**src/rtl/bp_cfg_tile_sequencer.sv**
```systemverilog
// bp_cfg_tile_sequencer
//
// Walks every tile of a cc_x_dim_p x cc_y_dim_p core complex over a simple
// valid/ready config bus. The sequence has three passes:
//   1. For each tile: write FREEZE (addr 0x0001, data 1).
//   2. For the same tile: write COREID (addr 0x0002, data y*cc_x_dim_p+x).
//   3. For every tile: write UNFREEZE (addr 0x0001, data 0).
// Tiles are visited x fastest. After the last write, done_o pulses for one
// cycle and the block returns to IDLE.
//
// Optional feature, selected by the macro BP_CFG_SEQ_TIMEOUT_EN:
//   A stall counter watches for timeout_cycles_p consecutive cycles with
//   cfg_v_o=1 and cfg_ready_i=0. When that limit is reached, the block parks
//   in ERROR with timeout_o=1. A new start_i clears the error and restarts
//   the sequence. Without the macro, stalls wait forever and timeout_o is 0.
//
// Ports
//   clk_i        clock
//   reset_i      asynchronous active-high reset
//   start_i      begin a sequence (sampled in IDLE and ERROR only)
//   busy_o       sequence in progress (FREEZE/COREID/UNFREEZE/DONE)
//   done_o       one-cycle completion pulse
//   timeout_o    sticky stall error
//   cfg_v_o      config write valid (registered-state function)
//   cfg_ready_i  config bus ready
//   cfg_x_o      target tile column
//   cfg_y_o      target tile row
//   cfg_addr_o   register address
//   cfg_data_o   write data
module bp_cfg_tile_sequencer #(
  parameter int cc_x_dim_p       = 2,
  parameter int cc_y_dim_p       = 1,
  parameter int cfg_addr_width_p = 16,
  parameter int cfg_data_width_p = 32,
  parameter int timeout_cycles_p = 255
) (
  input  logic                                                   clk_i,
  input  logic                                                   reset_i,
  input  logic                                                   start_i,
  output logic                                                   busy_o,
  output logic                                                   done_o,
  output logic                                                   timeout_o,
  output logic                                                   cfg_v_o,
  input  logic                                                   cfg_ready_i,
  output logic [((cc_x_dim_p > 1) ? $clog2(cc_x_dim_p) : 1)-1:0] cfg_x_o,
  output logic [((cc_y_dim_p > 1) ? $clog2(cc_y_dim_p) : 1)-1:0] cfg_y_o,
  output logic [cfg_addr_width_p-1:0]                            cfg_addr_o,
  output logic [cfg_data_width_p-1:0]                            cfg_data_o
);

  localparam int XW = (cc_x_dim_p > 1) ? $clog2(cc_x_dim_p) : 1;
  localparam int YW = (cc_y_dim_p > 1) ? $clog2(cc_y_dim_p) : 1;

  localparam logic [XW-1:0] XMAX = XW'(cc_x_dim_p - 1);
  localparam logic [YW-1:0] YMAX = YW'(cc_y_dim_p - 1);

  localparam logic [cfg_addr_width_p-1:0] ADDR_FREEZE = cfg_addr_width_p'(16'h0001);
  localparam logic [cfg_addr_width_p-1:0] ADDR_COREID = cfg_addr_width_p'(16'h0002);

  typedef enum logic [2:0] {
    S_IDLE,
    S_FREEZE,
    S_COREID,
    S_UNFREEZE,
    S_DONE,
    S_ERROR
  } state_e;

  state_e          state_q, state_d;
  logic [XW-1:0]   x_q, x_d;
  logic [YW-1:0]   y_q, y_d;

  logic            xfer;
  logic            last_tile;
  logic [XW-1:0]   next_x;
  logic [YW-1:0]   next_y;
  logic [31:0]     core_id;

`ifdef BP_CFG_SEQ_TIMEOUT_EN
  localparam int SW = $clog2(timeout_cycles_p + 1);
  // The limit is hit on the cycle whose stall would bring the count to
  // timeout_cycles_p, so ERROR begins right after that many stall cycles.
  localparam logic [SW-1:0] STALL_LAST = SW'(timeout_cycles_p - 1);

  logic [SW-1:0]   stall_q, stall_d;
`endif

  // ---- state register ----
  always_ff @(posedge clk_i or posedge reset_i) begin
    if (reset_i) begin
      state_q <= S_IDLE;
      x_q     <= '0;
      y_q     <= '0;
`ifdef BP_CFG_SEQ_TIMEOUT_EN
      stall_q <= '0;
`endif
    end else begin
      state_q <= state_d;
      x_q     <= x_d;
      y_q     <= y_d;
`ifdef BP_CFG_SEQ_TIMEOUT_EN
      stall_q <= stall_d;
`endif
    end
  end

  // Tile walk helpers: x is the fast coordinate.
  assign last_tile = (x_q == XMAX) && (y_q == YMAX);
  assign next_x    = (x_q == XMAX) ? '0 : x_q + XW'(1);
  assign next_y    = (x_q == XMAX) ? y_q + YW'(1) : y_q;
  assign xfer      = cfg_v_o && cfg_ready_i;

  // ---- next-state logic ----
  always_comb begin
    state_d = state_q;
    x_d     = x_q;
    y_d     = y_q;
`ifdef BP_CFG_SEQ_TIMEOUT_EN
    stall_d = stall_q;
`endif

    case (state_q)
      S_IDLE: begin
        if (start_i) begin
          state_d = S_FREEZE;
          x_d     = '0;
          y_d     = '0;
        end
      end
      S_FREEZE: begin
        if (xfer) state_d = S_COREID;
      end
      S_COREID: begin
        if (xfer) begin
          if (last_tile) begin
            state_d = S_UNFREEZE;
            x_d     = '0;
            y_d     = '0;
          end else begin
            state_d = S_FREEZE;
            x_d     = next_x;
            y_d     = next_y;
          end
        end
      end
      S_UNFREEZE: begin
        if (xfer) begin
          if (last_tile) begin
            state_d = S_DONE;
            x_d     = '0;
            y_d     = '0;
          end else begin
            x_d     = next_x;
            y_d     = next_y;
          end
        end
      end
      S_DONE: begin
        state_d = S_IDLE;
      end
      S_ERROR: begin
        if (start_i) begin
          state_d = S_FREEZE;
          x_d     = '0;
          y_d     = '0;
        end
      end
      default: begin
        state_d = S_IDLE;
      end
    endcase

`ifdef BP_CFG_SEQ_TIMEOUT_EN
    // The timeout overrides the normal hold in a write state.
    if (cfg_v_o) begin
      if (xfer) begin
        stall_d = '0;
      end else if (stall_q == STALL_LAST) begin
        state_d = S_ERROR;
        stall_d = '0;
      end else begin
        stall_d = stall_q + SW'(1);
      end
    end else begin
      stall_d = '0;
    end
`endif
  end

  assign core_id = (32'(y_q) * 32'(cc_x_dim_p)) + 32'(x_q);

  // ---- output logic ----
  always_comb begin
    busy_o     = 1'b0;
    done_o     = 1'b0;
    timeout_o  = 1'b0;
    cfg_v_o    = 1'b0;
    cfg_addr_o = '0;
    cfg_data_o = '0;
    cfg_x_o    = (cc_x_dim_p > 1) ? x_q : '0;
    cfg_y_o    = (cc_y_dim_p > 1) ? y_q : '0;

    case (state_q)
      S_FREEZE: begin
        busy_o     = 1'b1;
        cfg_v_o    = 1'b1;
        cfg_addr_o = ADDR_FREEZE;
        cfg_data_o = cfg_data_width_p'(1);
      end
      S_COREID: begin
        busy_o     = 1'b1;
        cfg_v_o    = 1'b1;
        cfg_addr_o = ADDR_COREID;
        cfg_data_o = cfg_data_width_p'(core_id);
      end
      S_UNFREEZE: begin
        busy_o     = 1'b1;
        cfg_v_o    = 1'b1;
        cfg_addr_o = ADDR_FREEZE;
        cfg_data_o = '0;
      end
      S_DONE: begin
        busy_o = 1'b1;
        done_o = 1'b1;
      end
      S_ERROR: begin
`ifdef BP_CFG_SEQ_TIMEOUT_EN
        timeout_o = 1'b1;
`endif
      end
      default: begin
      end
    endcase
  end

endmodule

```
**config.mk**
```make
export PLATFORM = sky130hd
export DESIGN_NAME = bp_cfg_tile_sequencer
export DESIGN_NICKNAME = d
export VERILOG_FILES = /design/src/rtl/bp_cfg_tile_sequencer.sv
export SDC_FILE = /design/constraint.sdc
export NUM_CORES = 1
export LEC_CHECK = 0
export CAP_MARGIN = 25
export CELL_PAD_IN_SITES_DETAIL_PLACEMENT = 1
export CELL_PAD_IN_SITES_GLOBAL_PLACEMENT = 1
export CORE_ASPECT_RATIO = 1.25
export CORE_MARGIN = 3
export CORE_UTILIZATION = 20
export DETAILED_ROUTE_END_ITERATION = 10
export PLACE_DENSITY_LB_ADDON = 0.1
export SYNTH_ARGS = -nofsm -noshare
export SYNTH_HDL_FRONTEND = slang
export SYNTH_SLANG_ARGS = --single-unit
```
**constraint.sdc**
```tcl
create_clock -name clk_i -period 1 [get_ports clk_i]
set_input_delay 0.2 -clock clk_i [delete_from_list [all_inputs] [get_ports clk_i]]
set_output_delay 0.2 -clock clk_i [all_outputs]
set_load 0.01 [all_outputs]
```
==> results of run 1 <==
-- critical path, cell delays in order, from the launching register on --
cell      delay [ns]
dfrtp_1         0.41
buf_12          0.15
nor2b_2         0.15
buf_4           0.14
nor4bb_1        0.27
buf_4           0.16
nor3b_2         0.03
-- flip-flops by register name, indices dropped and copies added (netlist names) --
register and cells:
cfg_x_o 1, state_q 3, y_q 1
-- how the worst max path moves through the flow --
stage,endpoint,startpoint,slack [ns]
after floorplan,cfg_data_o[0],state_q[1]$_DFFE_PP0P_,-0.15
after CTS,done_o,state_q[0]$_DFFE_PP0P_,-0.44
final,y_q$_DFFE_PP0P_,state_q[0]$_DFFE_PP0P_,-0.43
after global routing,done_o,state_q[0]$_DFFE_PP0P_,-0.51
after global placement,cfg_data_o[0],state_q[1]$_DFFE_PP0P_,-0.63
after detailed placement,cfg_data_o[0],state_q[1]$_DFFE_PP0P_,-0.62
-- power by group --
group / switching, uW / leakage [uW] / internal (uW)
Clock: 96.7 / 0.0000228 / 273
Sequential: 88.4 / 0.0000617 / 275
Combinational: 753 / 0.000398 / 918
Total: 938 / 0.000483 / 1470
-- cells in the final DEF (no fill, tap or decap), types with 3 or more instances in the layout --
cell / n
nor3b_2: 3
nand3b_1: 3
buf_6: 8
conb_1: 46
clkbuf_8: 3
clkdlybuf4s50_1: 3
buf_4: 9
dfrtp_1: 3
a21oi_1: 3
buf_2: 5
-- routing by layer --
layer / part of all wire, % / vias up
met2: 57 / 31
met4: 0 / 0
met5: 0 / -
met3: 8.1 / 0
met1: 35 / 238
li1: - / 252
-- per-stage QoR --
| stage | cells | util [%] | TNS, ns | setup WS, ns |
|---|---|---|---|---|
| 2_1_floorplan | 135 | - | -0.543 | -0.151 |
| 3_3_place_gp | 147 | 23.1 | -5.73 | -0.629 |
| 3_5_place_dp | 147 | 23.1 | -5.70 | -0.615 |
| 4_1_cts | 153 | 26.3 | -4.07 | -0.443 |
| 5_1_grt | 155 | 27.0 | -4.84 | -0.513 |
| 6_report | 155 | 27.0 | -4.11 | -0.425 |
-- final cells by class --
class | count | area share (%)
multi-input combinational | 79 | 51.7
inverter | 2 | 0.785
timing repair buffer | 26 | 24.3
clock buffer | 4 | 4.71
sequential | 5 | 13.4
tap | 39 | 5.10
-- logic make-up (layout without fill, tap and decap cells) --
| kind of cell | after synthesis | in the layout | synth area share [%] |
|---|---|---|---|
| multiplexers | 1 | 1 | 1.50 |
| AO/OA/AOI/OAI | 8 | 8 | 6.51 |
| buffers and inverters | 51 | 32 | 50.6 |
| XOR/XNOR | 1 | 1 | 1.17 |
| AND/OR/NAND/NOR | 23 | 23 | 23.0 |
| other | 1 | 46 | 0.500 |
| flip-flops | 5 | 5 | 16.7 |
-- timing repair --
action / in CTS / in global routing
gates resized for setup: 53 / 5
endpoints found under the setup margin: 13 / 13
buffers inserted: 3 / 2
pin swaps: 5 / 6
==> results.md, run 1 <==
- Drt wl/cell: 10.2 um
- # diodes: 0
- Leak: 0.000483 uW
- Fin worst setup slack: -0.425 ns
- Final Hold Vio Count: 0
- VDD IR max: 0.000755 V
- Final Slew Violations: 0
- Met1 Track Usage GR: 7.39%
- All-Layer GR Usage: 6.95%
- Via density: 3.36
- Global-route wire length before repair: 2290 um
- Reg2reg setup slack: -0.43 ns
- TritonCTS clock tree: yes
- Post-DRT Antenna Nets: 0
- Initial drt markers: 6
- Crit path kind: flop to flop
- Via count: 521
- Hold buffers post-CTS: 0
- Top cell type's share of synthesized area: 48.1%
- GPL Wtd Cong: 0.752
- DRC: 0
- Async SR Flop Fraction: 100%
- Yosys top cell by area: buf_4
- P&R area growth vs syn: 27.5%
- Startpoint Class: flop
- Cell area after synthesis: 749 um^2
- Fin crit period: 1.43 ns
- Gr busiest metal: met2
- Grt ovf: 0
- Status: complete, but fails checks
- Detailed placement HPWL: 1340 um
- Site Rows: 24
- Clock sink count: 5
- Count leader, synth: buf_4
- Clock transition at the registers of the reported paths: 0.04 ns
- Worst Setup End Kind: flop
- Filler Cell Count: 437
- CTS root buffer: clkbuf_8
- WP data required: 1.10 ns
- Area of the multi-input gates: 494 um^2
- Top cells by count, synth: 48 x buf_4, 5 x dfrtp_1, 4 x nor2_1, 4 x nor3b_1
- Number of buffers created by CTS: 3
- Power Density: 2520 mW/mm^2
- Total power: 2410 uW
- # setup viols final: 13
- Met3 usage: 2.08%
- Die height: 74.4 um
- EDFF count, synth: 0
- Final WL: 1580 um
- Synth top area cells: buf_4 48%, dfrtp_1 17%, nor3b_1 4.0%, nor3b_2 3.3%, nand3b_1 3.0%
- MaxCap Viol Count: 0
- Register area: 128 um^2
- Worst Path Arrival: 1.53 ns
- Failing checks: negative setup slack
- Die footprint: 0.00452 mm^2
- RSZ-0062 raised after global routing: yes
- Most used DFF post-synth: dfrtp_1
- Share of cells above drive strength 1: 37.9%
- CP max FO: 7
- Mean post-synth cell area: 8.33 um^2
- Synth Instances: 90
- Worst skew pair latency: 0.22 ns
- R2R depth: 6
- Final Cell Area: 956 um^2
- Post-synthesis cell type count: 26
- Initial Utilization: 21.2%
- Clk buf depth: 2
- F_max: 702 MHz
- Ys Warns: 0
- Core Region: 0.00354 mm^2
- R2R Path Start: state_q[0]$_DFFE_PP0P_
- Die W: 60.8 um
- Vias in the first global route: 460
- Min-delay worst type: input port to asynchronous set/reset pin
- Largest net degree at the start of global routing: 9
- Met2 Use GR: 12.5%
- Number of port buffers: 11
- Reg2reg end: y_q$_DFFE_PP0P_
- TritonRoute pass-1 iters: 3
- Register area share after synthesis: 16.7%
- Area of placed instances: 817 um^2
- Post-Route Skew: 0.00231 ns
- Hold WS: 0.189 ns
- #FFs+latches synth: 5
- H-tree Lvls: 1
- Initial antenna violation count: 0
- Tcrit/Tclk final: 143%
- Fin nets: 121
- Num ports: 58
Power figures use the tool's default switching activity.
==> run 2: changes to the inputs <==
==> constraint.sdc (replaced) <==
create_clock -name clk_i -period 1 [get_ports clk_i]
set_input_delay 0.2 -clock clk_i [delete_from_list [all_inputs] [get_ports clk_i]]
set_output_delay 0.2 -clock clk_i [all_outputs]
set_load 0.02 [all_outputs]
==> run 2 against run 1 <==
Against the previous run: the flow still finishes with violations (negative setup slack); non-clock buffer count is 1 higher; sequential power is 3% lower; hold slack worse by 0.0046 ns; sequential share of layout area is 0.27 points lower; utilization is 0.56 points higher; first-iteration DRC count is 50% lower; largest cell class unchanged; largest power group unchanged; highest routed layer unchanged.
==> results.md, run 2 (synthesized netlist as in run 1, its figures left out) <==
- Psw: 1120 uW (was 938 uW)
- Worst Path Arrival: 1.23 ns (was 1.53 ns)
- Die footprint: 0.00452 mm^2 (unchanged)
- GPL Wtd Cong: 0.752 (about the same)
- Min-delay worst type: input port to asynchronous set/reset pin (unchanged)
- TritonCTS clock tree: yes (unchanged)
- Via density: 3.42 (was 3.36)
- P&R area growth vs syn: 30.2% (was 27.5%)
- # diodes: 0 (unchanged)
- F_max: 698 MHz (was 702 MHz)
- Clk buf depth: 2 (unchanged)
- Die W: 60.8 um (unchanged)
- Non-Filler Instances: 156 (was 155)
- Number of buffers created by CTS: 3 (unchanged)
- Reg2reg end: y_q$_DFFE_PP0P_ (unchanged)
- Grt ovf: 0 (unchanged)
- Combinational power share: 71.9% (was 69.5%)
- Switch share: 43.3% (was 39.0%)
- Startpoint Class: flop (unchanged)
- RSZ-0062 raised after global routing: yes (unchanged)
- Status: complete, but fails checks (unchanged)
- All-Layer GR Usage: 7.36% (was 6.95%)
- Global-route wire length before repair: 2370 um (was 2290 um)
- Vias in the first global route: 480 (was 460)
- Fin nets: 122 (was 121)
- MaxCap Viol Count: 0 (unchanged)
- Number of port buffers: 11 (unchanged)
- VDD IR max: 0.000940 V (was 0.000755 V)
- Fin crit period: 1.43 ns (about the same)
- R2R depth: 6 (unchanged)
- Leak: 0.000499 uW (was 0.000483 uW)
- CP max FO: 5 (was 7)
- Largest net degree at the start of global routing: 12 (was 9)
- Die height: 74.4 um (unchanged)
- Failing checks: negative setup slack (unchanged)
- Crit path kind: flop to primary output (was flop to flop)
- CTS root buffer: clkbuf_8 (unchanged)
- Worst Setup End Kind: primary output (was flop)
- # setup viols final: 13 (unchanged)
- Tcrit/Tclk final: 143% (about the same)
- Cells after DPL: 147 (unchanged)
- Detailed placement HPWL: 1300 um (was 1340 um)
- Initial Utilization: 21.2% (unchanged)
- Commonest cells after routing, fill and taps aside: 46 x conb_1, 12 x buf_4, 12 x buf_6 (was 46 x conb_1, 9 x buf_4, 8 x buf_6)
- Clk pwr share: 14.4% (was 15.4%)
- Post-layout util: 27.5% (was 27.0%)
- Core Region: 0.00354 mm^2 (unchanged)
- H-tree Lvls: 1 (unchanged)
- Final Slew Violations: 0 (unchanged)
- Reg2reg setup slack: -0.40 ns (was -0.43 ns)
- Drt wl/cell: 10.8 um (was 10.2 um)
- Fin worst setup slack: -0.433 ns (was -0.425 ns)
- Clock transition at the registers of the reported paths: 0.04 ns (about the same)
- Power Density: 2650 mW/mm^2 (was 2520 mW/mm^2)
- Post-Route Skew: 0.0000742 ns (was 0.00231 ns)
- Num ports: 58 (unchanged)
- TritonRoute pass-1 iters: 3 (unchanged)
- Via count: 534 (was 521)
- Worst skew pair latency: 0.22 ns (about the same)
- Site Rows: 24 (unchanged)
- Initial antenna violation count: 0 (unchanged)
- WP data required: 0.80 ns (was 1.10 ns)
- Initial drt markers: 3 (was 6)
- Internal cell power: 1470 uW (about the same)
- Register with the most flip-flops: state_q (unchanged)
- Final WL: 1680 um (was 1580 um)
- Post-DRT Antenna Nets: 0 (unchanged)
- DRC: 0 (unchanged)
- Share of cells above drive strength 1: 40.2% (was 37.9%)
- R2R Path Start: state_q[0]$_DFFE_PP0P_ (unchanged)
- Clock sink count: 5 (unchanged)
- Flop pwr share: 13.7% (was 15.1%)
- Pre-CTS WS: -0.680 ns (was -0.615 ns)
- Commonest non-fill, non-tap cell in the layout: conb_1 (unchanged)
- Final Hold Vio Count: 0 (unchanged)
- Hold buffers post-CTS: 0 (unchanged)
- Max FFs per register: 3 (unchanged)
==> run 2: stage by stage <==
step           hold slack, ns  cell area (um^2)  setup TNS [ns]  power (uW)
5_1_grt                 0.202               976           -4.44        2770
2_1_floorplan         -0.0215               937           -1.10        1410
3_3_place_gp            0.428               803           -6.44        1830
4_1_cts                 0.193               942           -4.07        2530
3_5_place_dp            0.430               803           -6.44        1830
6_report                0.184               976           -3.69        2590
==> run 2: what timing repair did <==
| item | in CTS | in global routing |
|---|---|---|
| hold endpoints to repair | 0 | 0 |
| pin swaps | 5 | 6 |
| resized for setup | 63 | 8 |
| setup endpoints to repair | 13 | 13 |
| buffers inserted | 4 | 3 |
==> run 2: worst max-delay path by stage <==
stage,start,to,slack (ns),depth (start not counted)
global route,state_q[0]$_DFFE_PP0P_,done_o,-0.48,4
finish,state_q[0]$_DFFE_PP0P_,done_o,-0.43,4
floorplan,state_q[2]$_DFFE_PP0P_,cfg_data_o[1],-0.26,3
detailed placement,state_q[0]$_DFFE_PP0P_,done_o,-0.68,4
CTS,state_q[0]$_DFFE_PP0P_,done_o,-0.43,4
global placement,state_q[2]$_DFFE_PP0P_,cfg_addr_o[0],-0.66,3
==> run 2: power by group through the flow <==
stage	Clock (uW)	Sequential, uW	Combinational [uW]
final	373	354	1860
after global routing	405	367	2000
after CTS	394	357	1780
after detailed placement	0	342	1490
after global placement	0	339	1490
after floorplan	0	369	1040
==> run 2: layout make-up <==
type / count / area [um^2]
Tap cell: 39 / 48.8
Fill cell: 454 / 2570
Timing Repair Buffer: 27 / 258
Inverter: 2 / 7.51
Multi-Input combinational cell: 79 / 489
Clock buffer: 4 / 45.0
Sequential cell: 5 / 128
==> run 2: layer usage <==
metal | wire (um) | GRT usage (%) | vias up | part of all wire (%)
met5 | 0 | 0 | - | 0
met4 | 0 | 0.723 | 0 | 0
met3 | 158 | 3.65 | 0 | 9.4
met2 | 945 | 13.8 | 34 | 56
met1 | 577 | 7.47 | 243 | 34
li1 | - | - | 257 | -
==> run 2: critical path, stage by stage (launching register included) <==
cell and delay (ns):
dfrtp_1 0.40, buf_6 0.14, or2b_1 0.24, nor2_2 0.10, buf_6 0.12
==> run 3: changes to the inputs <==
Settings changed: CTS_CLUSTER_SIZE set to 24.
==> results of run 3 <==
No change in the layout: final DEF, timing and power equal those of run 2.
